--- config.mk ---
export PLATFORM = sky130hd
export DESIGN_NAME = mac_vec
export DESIGN_NICKNAME = d
export VERILOG_FILES = /design/src/rtl/mac_vec_pkg.sv /design/src/rtl/mac_vec_tree.sv /design/src/rtl/mac_vec.sv
export SDC_FILE = /design/constraint.sdc
export NUM_CORES = 1
export LEC_CHECK = 0
export BUFFER_PORTS_ARGS = -buffer_cell sky130_fd_sc_hd__buf_2
export CAP_MARGIN = 20
export CORE_AREA = 2 2 210 253
export CTS_BUF_LIST = sky130_fd_sc_hd__clkbuf_8
export DETAILED_ROUTE_END_ITERATION = 6
export DIE_AREA = 0 0 212 255
export GPL_TIMING_DRIVEN = 0
export SLEW_MARGIN = 10
export SYNTH_ARGS = -nofsm -noshare
export SYNTH_HDL_FRONTEND = slang
export SYNTH_SLANG_ARGS = --single-unit
--- constraint.sdc ---
create_clock -name clk -period 11.3 [get_ports clk]
set_input_delay 1.13 -clock clk [delete_from_list [all_inputs] [get_ports clk]]
set_output_delay 1.13 -clock clk [all_outputs]
set_load 0.02 [all_outputs]
--- src/rtl/mac_vec_pkg.sv ---
// Shared types and width helpers for the mac_vec dot-product accumulator.
// Default-configuration widths and the accumulator clamp helper live here.
package mac_vec_pkg;

  typedef enum logic [1:0] {IDLE, RUN, DRAIN, DONE} state_t;

  localparam int DEF_DATA_WIDTH = 8;
  localparam int DEF_LANES      = 4;
  localparam int PROD_W         = 2 * DEF_DATA_WIDTH;
  localparam int SUM_W          = PROD_W + $clog2(DEF_LANES);

  // Clamp value for a w-bit accumulator: unsigned max, or signed max/min.
  function automatic logic [63:0] sat_limit(input int w, input bit is_signed, input bit neg);
    logic [63:0] m;
    m = '0;
    for (int i = 0; i < 64; i++) begin
      if (i < w) m[i] = 1'b1;
    end
    if (is_signed) m = neg ? ~(m >> 1) : (m >> 1);
    return m;
  endfunction

endpackage

--- src/rtl/mac_vec_tree.sv ---
// Registered LANES-wide multiplier stage feeding a combinational adder tree.
// Latency: products registered 1 cycle after an accepted beat; sum is combinational.
// Backpressure: none; every accepted beat advances, clr/rst flush the stage.
module mac_vec_tree
  import mac_vec_pkg::*;
#(
  parameter int DATA_WIDTH = DEF_DATA_WIDTH,
  parameter int LANES      = DEF_LANES,
  parameter int SIGNED     = 0,
  parameter int PW         = PROD_W,
  parameter int SW         = SUM_W
) (
  input  logic                        clk,
  input  logic                        rst,
  input  logic                        clr,
  input  logic                        in_vld,
  input  logic [LANES*DATA_WIDTH-1:0] a,
  input  logic [LANES*DATA_WIDTH-1:0] b,
  output logic                        s1_vld,
  output logic [SW-1:0]               sum
);

  logic [PW-1:0] prod_d [LANES];
  logic [PW-1:0] prod_q [LANES];
  logic [PW-1:0] xa, xb;
  logic [SW-1:0] ext;

  always_comb begin
    xa = '0;
    xb = '0;
    for (int i = 0; i < LANES; i++) begin
      xa = '0;
      xb = '0;
      xa[DATA_WIDTH-1:0] = a[i*DATA_WIDTH +: DATA_WIDTH];
      xb[DATA_WIDTH-1:0] = b[i*DATA_WIDTH +: DATA_WIDTH];
      for (int j = DATA_WIDTH; j < PW; j++) begin
        xa[j] = (SIGNED != 0) && a[i*DATA_WIDTH+DATA_WIDTH-1];
        xb[j] = (SIGNED != 0) && b[i*DATA_WIDTH+DATA_WIDTH-1];
      end
      // Low PW bits of the product are exact for both encodings once extended.
      prod_d[i] = xa * xb;
    end
  end

  always_ff @(posedge clk) begin
    if (rst || clr) begin
      s1_vld <= 1'b0;
      for (int i = 0; i < LANES; i++) prod_q[i] <= '0;
    end else begin
      s1_vld <= in_vld;
      if (in_vld) begin
        for (int i = 0; i < LANES; i++) prod_q[i] <= prod_d[i];
      end
    end
  end

  always_comb begin
    sum = '0;
    ext = '0;
    for (int i = 0; i < LANES; i++) begin
      ext = '0;
      ext[PW-1:0] = prod_q[i];
      for (int j = PW; j < SW; j++) ext[j] = (SIGNED != 0) && prod_q[i][PW-1];
      sum = sum + ext;
    end
  end

endmodule

--- src/rtl/mac_vec.sv ---
// Multi-lane MAC: per-beat dot product accumulated over len beats, one result per job.
// Latency: last beat accepted at posedge N gives out_valid after posedge N+3.
// Backpressure: in_ready only in RUN; result held in DONE until out_ready. MAC_VEC_SAT_EN clamps on overflow.
module mac_vec
  import mac_vec_pkg::*;
#(
  parameter int DATA_WIDTH = DEF_DATA_WIDTH,
  parameter int LANES      = DEF_LANES,
  parameter int ACC_WIDTH  = DATA_WIDTH * 3,
  parameter int CNT_WIDTH  = 8,
  parameter int SIGNED     = 0
) (
  input  logic                        clk,
  input  logic                        rst,
  input  logic                        start,
  input  logic [CNT_WIDTH-1:0]        len,
  input  logic                        clr,
  input  logic                        in_valid,
  output logic                        in_ready,
  input  logic [LANES*DATA_WIDTH-1:0] a,
  input  logic [LANES*DATA_WIDTH-1:0] b,
  output logic                        out_valid,
  input  logic                        out_ready,
  output logic [ACC_WIDTH-1:0]        result,
  output logic                        overflow,
  output logic                        busy
);

  localparam int P_W = 2 * DATA_WIDTH;
  localparam int S_W = P_W + $clog2(LANES);
  localparam int AW1 = ACC_WIDTH + 1;

  state_t               state_q, state_d;
  logic [CNT_WIDTH-1:0] cnt_q;
  logic [ACC_WIDTH-1:0] acc_q, acc_nxt, result_q;
  logic                 ovf_q, s2_vld_q, s1_vld, fire, add_ovf;
  logic [S_W-1:0]       tree_sum;
  logic [AW1-1:0]       acc_x, sum_x, add_x;

  assign in_ready  = (state_q == RUN);
  assign out_valid = (state_q == DONE);
  assign busy      = (state_q != IDLE);
  assign result    = result_q;
  assign overflow  = ovf_q;
  assign fire      = in_valid && in_ready;

  mac_vec_tree #(
    .DATA_WIDTH(DATA_WIDTH),
    .LANES     (LANES),
    .SIGNED    (SIGNED),
    .PW        (P_W),
    .SW        (S_W)
  ) u_tree (
    .clk   (clk),
    .rst   (rst),
    .clr   (clr),
    .in_vld(fire),
    .a     (a),
    .b     (b),
    .s1_vld(s1_vld),
    .sum   (tree_sum)
  );

  always_comb begin
    state_d = state_q;
    if (clr) begin
      state_d = IDLE;
    end else begin
      case (state_q)
        IDLE:    if (start) state_d = (len != '0) ? RUN : DONE;
        RUN:     if (fire && cnt_q == CNT_WIDTH'(1)) state_d = DRAIN;
        DRAIN:   if (!s1_vld && !s2_vld_q) state_d = DONE;
        DONE:    if (out_ready) state_d = IDLE;
        default: state_d = IDLE;
      endcase
    end
  end

  always_ff @(posedge clk) begin
    if (rst) state_q <= IDLE;
    else     state_q <= state_d;
  end

  // One extra bit of headroom exposes the unsigned carry and signed sign flip.
  always_comb begin
    acc_x = {(SIGNED != 0) && acc_q[ACC_WIDTH-1], acc_q};
    sum_x = '0;
    sum_x[S_W-1:0] = tree_sum;
    for (int j = S_W; j < AW1; j++) sum_x[j] = (SIGNED != 0) && tree_sum[S_W-1];
    add_x = acc_x + sum_x;
    if (SIGNED != 0)
      add_ovf = (acc_x[ACC_WIDTH-1] == sum_x[ACC_WIDTH-1]) &&
                (add_x[ACC_WIDTH-1] != acc_x[ACC_WIDTH-1]);
    else
      add_ovf = add_x[ACC_WIDTH];
    acc_nxt = add_x[ACC_WIDTH-1:0];
`ifdef MAC_VEC_SAT_EN
    if (ovf_q)
      acc_nxt = acc_q;
    else if (add_ovf)
      acc_nxt = ACC_WIDTH'(sat_limit(ACC_WIDTH, SIGNED != 0, acc_q[ACC_WIDTH-1]));
`endif
  end

  always_ff @(posedge clk) begin
    if (rst || clr) begin
      cnt_q    <= '0;
      acc_q    <= '0;
      result_q <= '0;
      ovf_q    <= 1'b0;
      s2_vld_q <= 1'b0;
    end else begin
      s2_vld_q <= s1_vld;
      if (fire) cnt_q <= cnt_q - CNT_WIDTH'(1);
      if (s1_vld) begin
        acc_q <= acc_nxt;
        if (add_ovf) ovf_q <= 1'b1;
      end
      if (state_q == DRAIN && state_d == DONE) result_q <= acc_q;
      if (state_q == IDLE && start) begin
        ovf_q <= 1'b0;
        if (len != '0) begin
          cnt_q <= len;
          acc_q <= '0;
        end else begin
          result_q <= '0;
        end
      end
    end
  end

endmodule
# == Word level (Yosys, flattened, before mapping) ==
# Memory sizes are Yosys's and may differ from the RTL's.
# Index checks and enable logic that the tools add are counted.
# op_classes
add_sub_neg,5
multipliers,4
n_eq_ne,5
muxes,25
bitwise,4
reduce_logical,13
# ops
op,count
$mux W24,6
$mul A8 B8 Y16,4
$mux W16,4
$add A18 B16 Y18,2
$add A24 B18 Y25,1
$mux W8,3
$add A16 B16 Y17,1
$mux W2,6
$eq A8 B1 Y1 const B,1
$pmux W2 S4,1
$reduce_bool A8 Y1,1
$sub A8 B1 Y8 const B,1
$eq A2 B2 Y1 const B,3
$logic_and A1 B1 Y1,5
$mux W1,5
$or A1 B1 Y1,4
$eq A2 B1 Y1 const B,1
$logic_not A1 Y1,2
$logic_not A2 Y1,1
$reduce_and A2 Y1,1
$reduce_bool A2 Y1,1
$reduce_or A2 Y1,1
$logic_or A1 B1 Y1,1
# totals
register_bits,61
ram_bits,64
inputBits,78
out_inout_bits,28
n_memories,1
# memory_table
name,words,word_bits,rd,rd_ports_with_merged_regs,write_ports,line,source
u_tree.prod_q,4,16,4,0,4,mac_vec_tree.sv:24,logic [PW-1:0] prod_q [LANES];

# == Depth between registers and ports, before layout ==
# Gate-level depths: netlist of run 1.
# depth
word_depth,11
depth_mapped,27
mapped_depth_nobuf,27

# == By module ==
# From an unflattened synthesis of run 1, not the netlist that was laid out.
# hier_totals
cells_unflattened,1663
hier_area_um2,15382.3
# modules_own_cells
module,instances,cells_each,area_per_inst_um2,seq_area_each_um2
mac_vec_tree,1,1231,11955.2,1941.9
mac_vec,1,432,3427.0,1201.2

# == Worst setup path after synthesis of run 1 ==
# Ideal clock, no wire load.
# synth_path
kind,register to register
from,mem u_tree.prod_q[1][0] (netlist name)
to,reg acc_q[22]
setup_ns,0.126
arrival_ns,5.288
setup_slack_ns,5.885
stages_incl_launch_ff,27
n_path_buf,0
synth_period_minus_slack_ns,5.415
path_cell_list,edfxtp_1 -> ha_1 -> inv_1 -> fa_1 -> nor2b_1 -> nor3_1 -> o31ai_1 -> a21o_1 -> a31oi_1 -> xor2_1 -> fa_1 -> inv_1 -> ha_1 -> nand2_1 -> nor2_1 -> a211oi_1 -> o21ai_0 -> a221o_1 -> a21oi_1 -> xnor2_1 -> ha_1 -> nand2_1 -> or3_1 -> o31ai_1 -> a21oi_1 -> xor2_1 -> nor2_1
# synth_rtl
element,line,source
start: declaration,mac_vec_tree.sv:24,
end signal: assignment,mac_vec.sv:116,acc_q <= acc_nxt;
end: declaration,mac_vec.sv:35,"logic [ACC_WIDTH-1:0] acc_q, acc_nxt, result_q;"

==> flow_summary.toml, run 1 <==
[synth]
synth.area.mux_share_pct = 0.719
synthTopCellsByArea = "fa_1 21%, ha_1 16%, edfxtp_1 13%"
yosys_warnings = 0
synth_area_leader_cell = "fa_1"
synth_edf_count = 64
yosysUniqueCellTypes = 62
yosysTopAreaCellShare_pct = 21.3
synth_top_family_by_area = "adder cells"
syn_nets = 2159
syn_avg_cell_area_sq_um = 8.89
synth.ff_latch_count = 125
synthSimpleGateAreaFrac_pct = 18.2
syn_area_sq_mm = 0.0153
synth.most_common_cell = "inv_1"
synth-xor-area-share_pct = 4.35
synth-adder-area-share_pct = 37.4
synth-async-reset-ratio_pct = 0
yosysSeqAreaShare_pct = 20.5
synth_compound_area_share_pct = 11.3
synthFlopType = "edfxtp_1"
netlist_instances = 1721
synth_common_cells = "275 x inv_1, 214 x nand2_1, 197 x ha_1"

[global_routing]
grt_use_total_pct = 13.8
overflow = 0
antenna_found_initial = 0
grt_pass1_vias = 12500
grt_max_degree = 65
grt_pass1_wl_mm = 60.7

[timing]
final.period_utilization_pct = 57.9
tns_ns = 0
finalWorstSetupSlack_ns = 4.76
hold_violations = 0
clock.fmax_ghz = 0.153
tightest_slew_ns = 1.03
rsz0062_at_grt = "no"
layout_min_cycle_time_ns = 6.54
setup-violations-final = 0
fin_skew_ns = 0.0263
maxSlewViolCount = 0
relSlewSlack_pct = 30.7

[power]
power_uw = 2230
p_leak_uw = 0.00819
power.density_mw_per_mm2 = 130
ir_worst_vdd_mv = 0.0799

[setup_path]
crit_fanout = 5
required_ns = 11.71
end_kind = "register"
r2r_slack_ns = 4.76
start_kind = "register"
r2r_end = "overflow"
crit_type = "reg -> reg"
crit_arrival_ns = 6.95
reg2reg_from = "u_tree.prod_q[0][0]"
r2r_cells = 26

[outcome]
outcome = "finished clean"

[placement]
pre_cts_ws_ns = 4.75
finalWeightedCongestion = 0.869
dp_hpwl_mm = 30.2
io_buffers = 101

[cells_and_area]
fillCellCount = 5411
area_delta_synth_final_pct = 12.1
post-route-util_pct = 33.0
drive_gt1_share_pct = 8.25
antenna_cells = 0
fin_nets = 2280

[floorplanning]
io_pins = 106
die_w_microns = 212
die-area_sq_mm = 0.0541
core-area_sq_mm = 0.0519
rows = 92
fp.dieH_microns = 255
initial_core_util_pct = 29.5

[routing]
wl_mm = 35.7
vias_per_cell = 4.66
drc = 0
antenna_left = 0
wl_per_cell_microns = 13.9
drtIter0Drc = 608
vias = 11900
first_pass_iters = 5

[clock_tree]
ctsResizeCount = 0
cts_sinks = 125
cts_tree = "yes"
postCtsHoldBufs = 0
cts_setup_buffers = 0
clockBufferDepth = 2
cts_buffers = 17
htree_levels = 4
ctsRootBufferMaster = "clkbuf_8"
clkSlewWorstSetupHoldPaths_ns = 0.09
clk_latency_ns = 0.46

[worst_hold_path]
whs_endpoint = "result[21]"
hp-class = "reg -> reg"
hold_path_depth = 2
hp-start = "result[21]"

[job]
max-cap-violations = 0
==> metal layers <==
layer	wire, microns	track usage, %	up-vias
met2	18400	25.1	192
met5	0	0	-
met4	974	5.13	0
met3	834	1.52	47
met1	15500	16.8	5796
li1	-	-	5898
==> worst max-delay path by stage <==
stage,startpoint,cells after the start,endpoint
6_report,u_tree.prod_q[0][0],26,overflow
5_1_grt,u_tree.prod_q[0][0],26,overflow
4_1_cts,u_tree.prod_q[0][0],26,overflow
3_5_place_dp,u_tree.prod_q[0][0],26,overflow
3_3_place_gp,u_tree.prod_q[0][0],26,overflow
2_1_floorplan,u_tree.prod_q[1][0],26,acc_q[22]
==> sequential cells by signal, summed over array words and instances, names as in the netlist <==
name           count
u_tree.prod_q     64
acc_q             24
u_tree.s1_vld      1
result            24
s2_vld_q           1
cnt_q              8
state_q            2
overflow           1
==> power breakdown <==
group	internal [uW]	leakage [uW]	switching, uW
logic	552	0.00677	752
clock network	191	0.000216	236
registers	492	0.00121	9.62
==> cell usage in the layout (no fill, tap or decap), drive strengths merged, types with 5 or more instances in the layout <==
master / count
a211oi: 18
a21boi: 5
a21o: 27
a21oi: 94
and2: 143
and3: 8
and4: 5
buf: 105
clkbuf: 43
dfxtp: 61
edfxtp: 64
fa: 163
ha: 197
inv: 286
mux2i: 11
nand2: 214
nand2b: 11
nand3: 15
nand4: 8
nor2: 98
nor2b: 15
nor3: 22
nor4: 6
o211ai: 5
o21a: 15
o21ai: 58
o21bai: 11
o31ai: 11
or3: 10
or4: 5
xnor2: 45
xor2: 31
==> critical path, cell delays in order, from the launching register on <==
cell and delay, ns:
edfxtp_1 0.39, ha_1 0.21, inv_1 0.07, fa_1 0.41, nor2b_1 0.17, nor3_1 0.08, o31ai_1 0.33, a21o_1 0.26
a31oi_1 0.13, xor2_1 0.17, fa_1 0.51, inv_1 0.05, ha_1 0.34, nand2_1 0.08, nor2_1 0.04, a211oi_1 0.30
o21ai_0 0.25, a221o_1 0.38, a21oi_1 0.21, xnor2_1 0.13, ha_1 0.38, nand2_1 0.10, or3_1 0.37, o31ai_1 0.58
a21oi_1 0.21, nor2_1 0.19, o211a_1 0.15
==> per-stage QoR <==
stage / hold WS, ns / instances / area [sq um]
after floorplan: 0.446 / 1721 / 15300
after global placement: 0.446 / 2527 / 16700
after detailed placement: 0.448 / 2528 / 16700
after CTS: 0.460 / 2560 / 17200
after global routing: 0.482 / 2560 / 17200
final: 0.456 / 2560 / 17200
==> logic make-up (layout without fill, tap and decap cells) <==
kind of cell    after synthesis  in the layout
compound gates              274            274
flops                       125            125
mux                          11             11
buf+inv                     304            438
fa+ha+maj                   360            360
xor+xnor                     76             76
simple gates                571            571
==> final cells by class <==
| type | instances | area (sq um) | share of cell area, % |
|---|---|---|---|
| multi-input combinational | 1292 | 11000 | 64.3 |
| sequential | 125 | 3140 | 18.3 |
| inverter | 275 | 1030 | 6.02 |
| tap | 705 | 882 | 5.14 |
| timing repair buffer | 102 | 533 | 3.11 |
| clock buffer | 17 | 234 | 1.36 |
| clock inverter | 15 | 188 | 1.09 |
| buffer | 29 | 111 | 0.649 |
(Power assumes the default switching activity.)
==> run 2, diff against run 1 <==
- clock period: 11.3 -> 6.69 ns (I/O delays scaled with it)
==> flow_summary.toml, run 2 (synthesis gave the netlist of run 1 again) <==
[outcome]
outcome = "finished clean"

[setup_path]
end_kind = "register"
slowest_delay_ns = 0.51
r2r_cells = 27
crit_type = "reg -> reg"
cp.depth = 27
path_delay_family = "compound AO/OA/AOI/OAI gates"
cp_num_buf_inv = 2
required_ns = 7.05
crit_fanout = 5
start_kind = "register"
slowest_stage = "fa_1"
crit_arrival_ns = 6.59

[clock_tree]
cts_tree = "yes"
postCtsHoldBufs = 0
cts_buffers = 17
htree_levels = 4
clk_latency_ns = 0.47
clockBufferDepth = 2
cts_sinks = 125
ctsRootBufferMaster = "clkbuf_8"
clkSlewWorstSetupHoldPaths_ns = 0.09

[timing]
final.period_utilization_pct = 93.1
fin_skew_ns = 0.0270
hold_violations = 0
relSlewSlack_pct = 32.4
setup-violations-final = 0
tns_ns = 0
layout_min_cycle_time_ns = 6.23
tightest_slew_ns = 1.01
clock.fmax_ghz = 0.161
rsz0062_at_grt = "no"
maxSlewViolCount = 0

[cells_and_area]
antenna_cells = 0
seq_area_sq_mm = 0.00314
multi_input_area_sq_mm = 0.0110
drive_gt1_share_pct = 8.30
area_delta_synth_final_pct = 12.2
final_common_cell = "inv_1"
regMostFlops = "u_tree.prod_q"
fin_nets = 2280
largest_reg_flops = 64
fillCellCount = 5407
most-common-layout-cells = "275 x inv_1, 213 x nand2_1, 197 x ha_1"
finalNonFillerCells = 2560

[routing]
antenna_left = 0
first_pass_iters = 5
wl_per_cell_microns = 13.9
wl_mm = 35.7
drc = 0
vias_per_cell = 4.67
vias = 12000
drtIter0Drc = 644

[floorplanning]
rows = 92
fp.dieH_microns = 255
core-area_sq_mm = 0.0519
die_w_microns = 212
io_pins = 106
initial_core_util_pct = 29.5
die-area_sq_mm = 0.0541

[worst_hold_path]
hp-class = "in -> reg"
hold_path_depth = 3

[placement]
io_buffers = 101
finalWeightedCongestion = 0.869
placed_cells = 2528
dp_hpwl_mm = 30.2

[global_routing]
antenna_found_initial = 0
grt_pass1_wl_mm = 60.7
grt_use_total_pct = 13.8
grt_max_degree = 65
grt_pass1_vias = 12500
overflow = 0

[power]
ir_worst_vdd_mv = 0.135
p_leak_uw = 0.00820
power.density_mw_per_mm2 = 220

[job]
max-cap-violations = 0
-- run 2: cell count changes in the layout (fill, tap and decap cells not counted) --
cell	delta
o21ai_0	-1
o31ai_4	+1
o21ai_1	+1
o31ai_1	-1
-- run 2: worst paths after layout --
path	from	slack, ns	end
max	u_tree.prod_q[0][0]	0.46	overflow
max reg2reg	u_tree.prod_q[0][0]	0.46	overflow
min reg2reg	result[21]	0.46	result[21]
min	len[3]	0.42	cnt_q[3]
-- run 2: final cells by class --
class / instances / area share [%]
Clock inverter: 15 / 1.09
Tap cell: 705 / 5.14
Sequential cell: 125 / 18.3
Clock buffer: 17 / 1.36
Timing Repair Buffer: 102 / 3.10
Inverter: 275 / 6.01
Multi-Input combinational cell: 1292 / 64.3
Buffer: 29 / 0.649
-- run 2: per-stage QoR --
step / util (%) / instance area [sq um] / setup WS (ns) / power, uW / hold WS, ns
after floorplan: - / 15300 / 1.28 / 2560 / 0.446
after global placement: 32.2 / 16700 / 0.208 / 3040 / 0.446
after detailed placement: 32.2 / 16700 / 0.139 / 3070 / 0.448
after CTS: 33.0 / 17200 / 0.123 / 3820 / 0.394
after global routing: 33.1 / 17200 / 0.0772 / 4180 / 0.422
final: 33.1 / 17200 / 0.464 / 3770 / 0.422
-- run 2: repair_timing --
action,CTS,global route
buffers inserted,0,0
resized for setup,0,3
setup endpoints to repair,0,5
-- run 2: worst reg2reg max path: stages (launching register included) --
cell and delay [ns]:
edfxtp_1 0.39, ha_1 0.21, inv_1 0.07, fa_1 0.41, nor2b_1 0.17, nor3_1 0.08, o31ai_1 0.34, a21o_1 0.26
a31oi_1 0.13, xor2_1 0.17, fa_1 0.51, inv_1 0.05, ha_1 0.34, nand2_1 0.08, nor2_1 0.04, a211oi_1 0.31
o21ai_1 0.20, a221o_1 0.36, a21oi_1 0.21, xnor2_1 0.19, ha_1 0.34, a21oi_1 0.21, o21ai_0 0.12, a2bb2oi_1 0.26
o31ai_4 0.15, a21oi_1 0.24, nor2_1 0.10, o211a_1 0.21
-- run 2: routing by layer --
metal | part of all wire, % | global-route usage [%] | wire, microns
met5 | 0 | 0 | 0
met4 | 2.7 | 5.13 | 974
met3 | 2.4 | 1.52 | 862
met2 | 51 | 25.1 | 18400
met1 | 43 | 16.8 | 15500
-- run 2: where the power goes --
part | internal [uW] | switching [uW]
Combinational | 932 | 1270
Clock | 323 | 398
Sequential | 831 | 16.3
==> run 3, diff against run 2 <==
- BUFFER_PORTS_ARGS: -buffer_cell sky130_fd_sc_hd__buf_2 -> default
- DONT_BUFFER_PORTS: default -> 1
- SLEW_MARGIN: 10 -> default
==> flow_summary.toml, run 3 (synthesis gave the netlist of run 1 again) <==
[outcome]
outcome = "finished clean"

[placement]
dpl_cell_area_sq_mm = 0.0162
placed_cells = 2427
dp_hpwl_mm = 29.8
io_buffers = 0
finalWeightedCongestion = 0.865

[timing]
final.period_utilization_pct = 93.1
layout_min_cycle_time_ns = 6.23
hold_ws_ns = 0.321
tns_ns = 0
maxSlewViolCount = 0
hold_violations = 0
fin_skew_ns = 0.0205
rsz0062_at_grt = "no"
tightest_slew_ns = 0.858
relSlewSlack_pct = 42.8
clock.fmax_ghz = 0.161
setup-violations-final = 0

[routing]
vias_per_cell = 4.71
wl_per_cell_microns = 14.4
drtIter0Drc = 527
vias = 11600
antenna_left = 0
wl_mm = 35.3
first_pass_iters = 5
drc = 0

[clock_tree]
ctsRootBufferMaster = "clkbuf_8"
htree_levels = 4
cts_tree = "yes"
cts_sinks = 125
clockBufferDepth = 2
cts_setup_buffers = 0
clk_latency_ns = 0.46
cts_buffers = 17
clkSlewWorstSetupHoldPaths_ns = 0.09

[setup_path]
crit_type = "reg -> reg"
required_ns = 7.04
end_kind = "register"
crit_arrival_ns = 6.58
crit_fanout = 5
start_kind = "register"

[power]
p_leak_uw = 0.00774
power_uw = 3710
power.density_mw_per_mm2 = 223
ir_worst_vdd_mv = 0.140

[cells_and_area]
final_common_cell = "inv_1"
area_delta_synth_final_pct = 8.80
regMostFlops = "u_tree.prod_q"
fillCellCount = 5446
seq_area_sq_mm = 0.00314
fin_area_sq_mm = 0.0167
drive_gt1_share_pct = 3.02
largest_reg_flops = 64
most-common-layout-cells = "275 x inv_1, 213 x nand2_1, 197 x ha_1"
fin_nets = 2179
multi_input_area_sq_mm = 0.0110
finalNonFillerCells = 2460

[global_routing]
use_met1_pct = 16.2
grt_pass1_wl_mm = 59.0
use_met2_pct = 24.6
grt-busiest-layer = "met2"
grt_use_total_pct = 13.5
grt_pass1_vias = 12100
grt_max_degree = 65
overflow = 0
antenna_found_initial = 1
grtUsageMet3_pct = 1.64

[floorplanning]
die_w_microns = 212
fp.dieH_microns = 255
initial_core_util_pct = 29.5
rows = 92
core-area_sq_mm = 0.0519
die-area_sq_mm = 0.0541
io_pins = 106

[worst_hold_path]
hp-class = "in -> reg"

[job]
max-cap-violations = 0
run 3: path summary, 6_finish.rpt:
check	from	to	slack (ns)	cells after the start
worst max-delay path	u_tree.prod_q[0][0]	overflow	0.46	27
worst min-delay path	out_ready	state_q[1]	0.32	1
worst max register to register	u_tree.prod_q[0][0]	overflow	0.46	27
worst min register to register	acc_q[3]	result[3]	0.49	2
run 3: timing repair:
item | 4_1_cts | 5_1_grt
endpoints found under the setup margin | 0 | 4
gates resized for setup | 0 | 3
hold buffers | 0 | 0
run 3: where the power goes:
group | total (uW) | internal [uW] | switching, uW
clock network | 714 | 322 | 392
logic | 2150 | 920 | 1230
registers | 847 | 832 | 15.2
total | 3710 | 2070 | 1640
run 3: final cells by class:
| type | instances | area share (%) |
|---|---|---|
| Sequential cell | 125 | 18.9 |
| Tap cell | 705 | 5.30 |
| Timing Repair Buffer | 1 | 0.0301 |
| Inverter | 275 | 6.20 |
| Multi-Input combinational cell | 1292 | 66.3 |
| Antenna cell | 1 | 0.0150 |
| Clock inverter | 15 | 1.17 |
| Buffer | 29 | 0.669 |
| Clock buffer | 17 | 1.41 |
run 3: worst max-delay path: stages (launching register included):
cell and delay (ns):
edfxtp_1 0.40, ha_1 0.22, inv_1 0.06, fa_1 0.40, nor2b_1 0.18, nor3_1 0.08, o31ai_1 0.30, a21o_1 0.25
a31oi_1 0.12, xor2_1 0.17, fa_1 0.51, inv_1 0.05, ha_1 0.35, nand2_1 0.08, nor2_1 0.04, a211oi_1 0.31
o21ai_1 0.20, a221o_1 0.35, a21oi_1 0.23, xnor2_1 0.19, ha_1 0.34, a21oi_1 0.20, o21ai_0 0.12, a2bb2oi_1 0.27
o31ai_4 0.14, a21oi_1 0.27, nor2_1 0.12, o211a_1 0.21
run 3: metrics by stage:
| stage | util, % | worst slack [ns] |
|---|---|---|
| 5_1_grt | 32.1 | 0.0557 |
| 3_5_place_dp | 31.2 | 0.215 |
| 6_report | 32.1 | 0.465 |
| 3_3_place_gp | 31.2 | 0.223 |
| 2_1_floorplan | - | 1.28 |
| 4_1_cts | 32.0 | 0.179 |
run 3: per-layer routing:
metal | vias up | routed length, microns
met1 | 5645 | 15200
met3 | 40 | 1200
met4 | 0 | 794
met2 | 219 | 18100
met5 | - | 0
li1 | 5684 | -
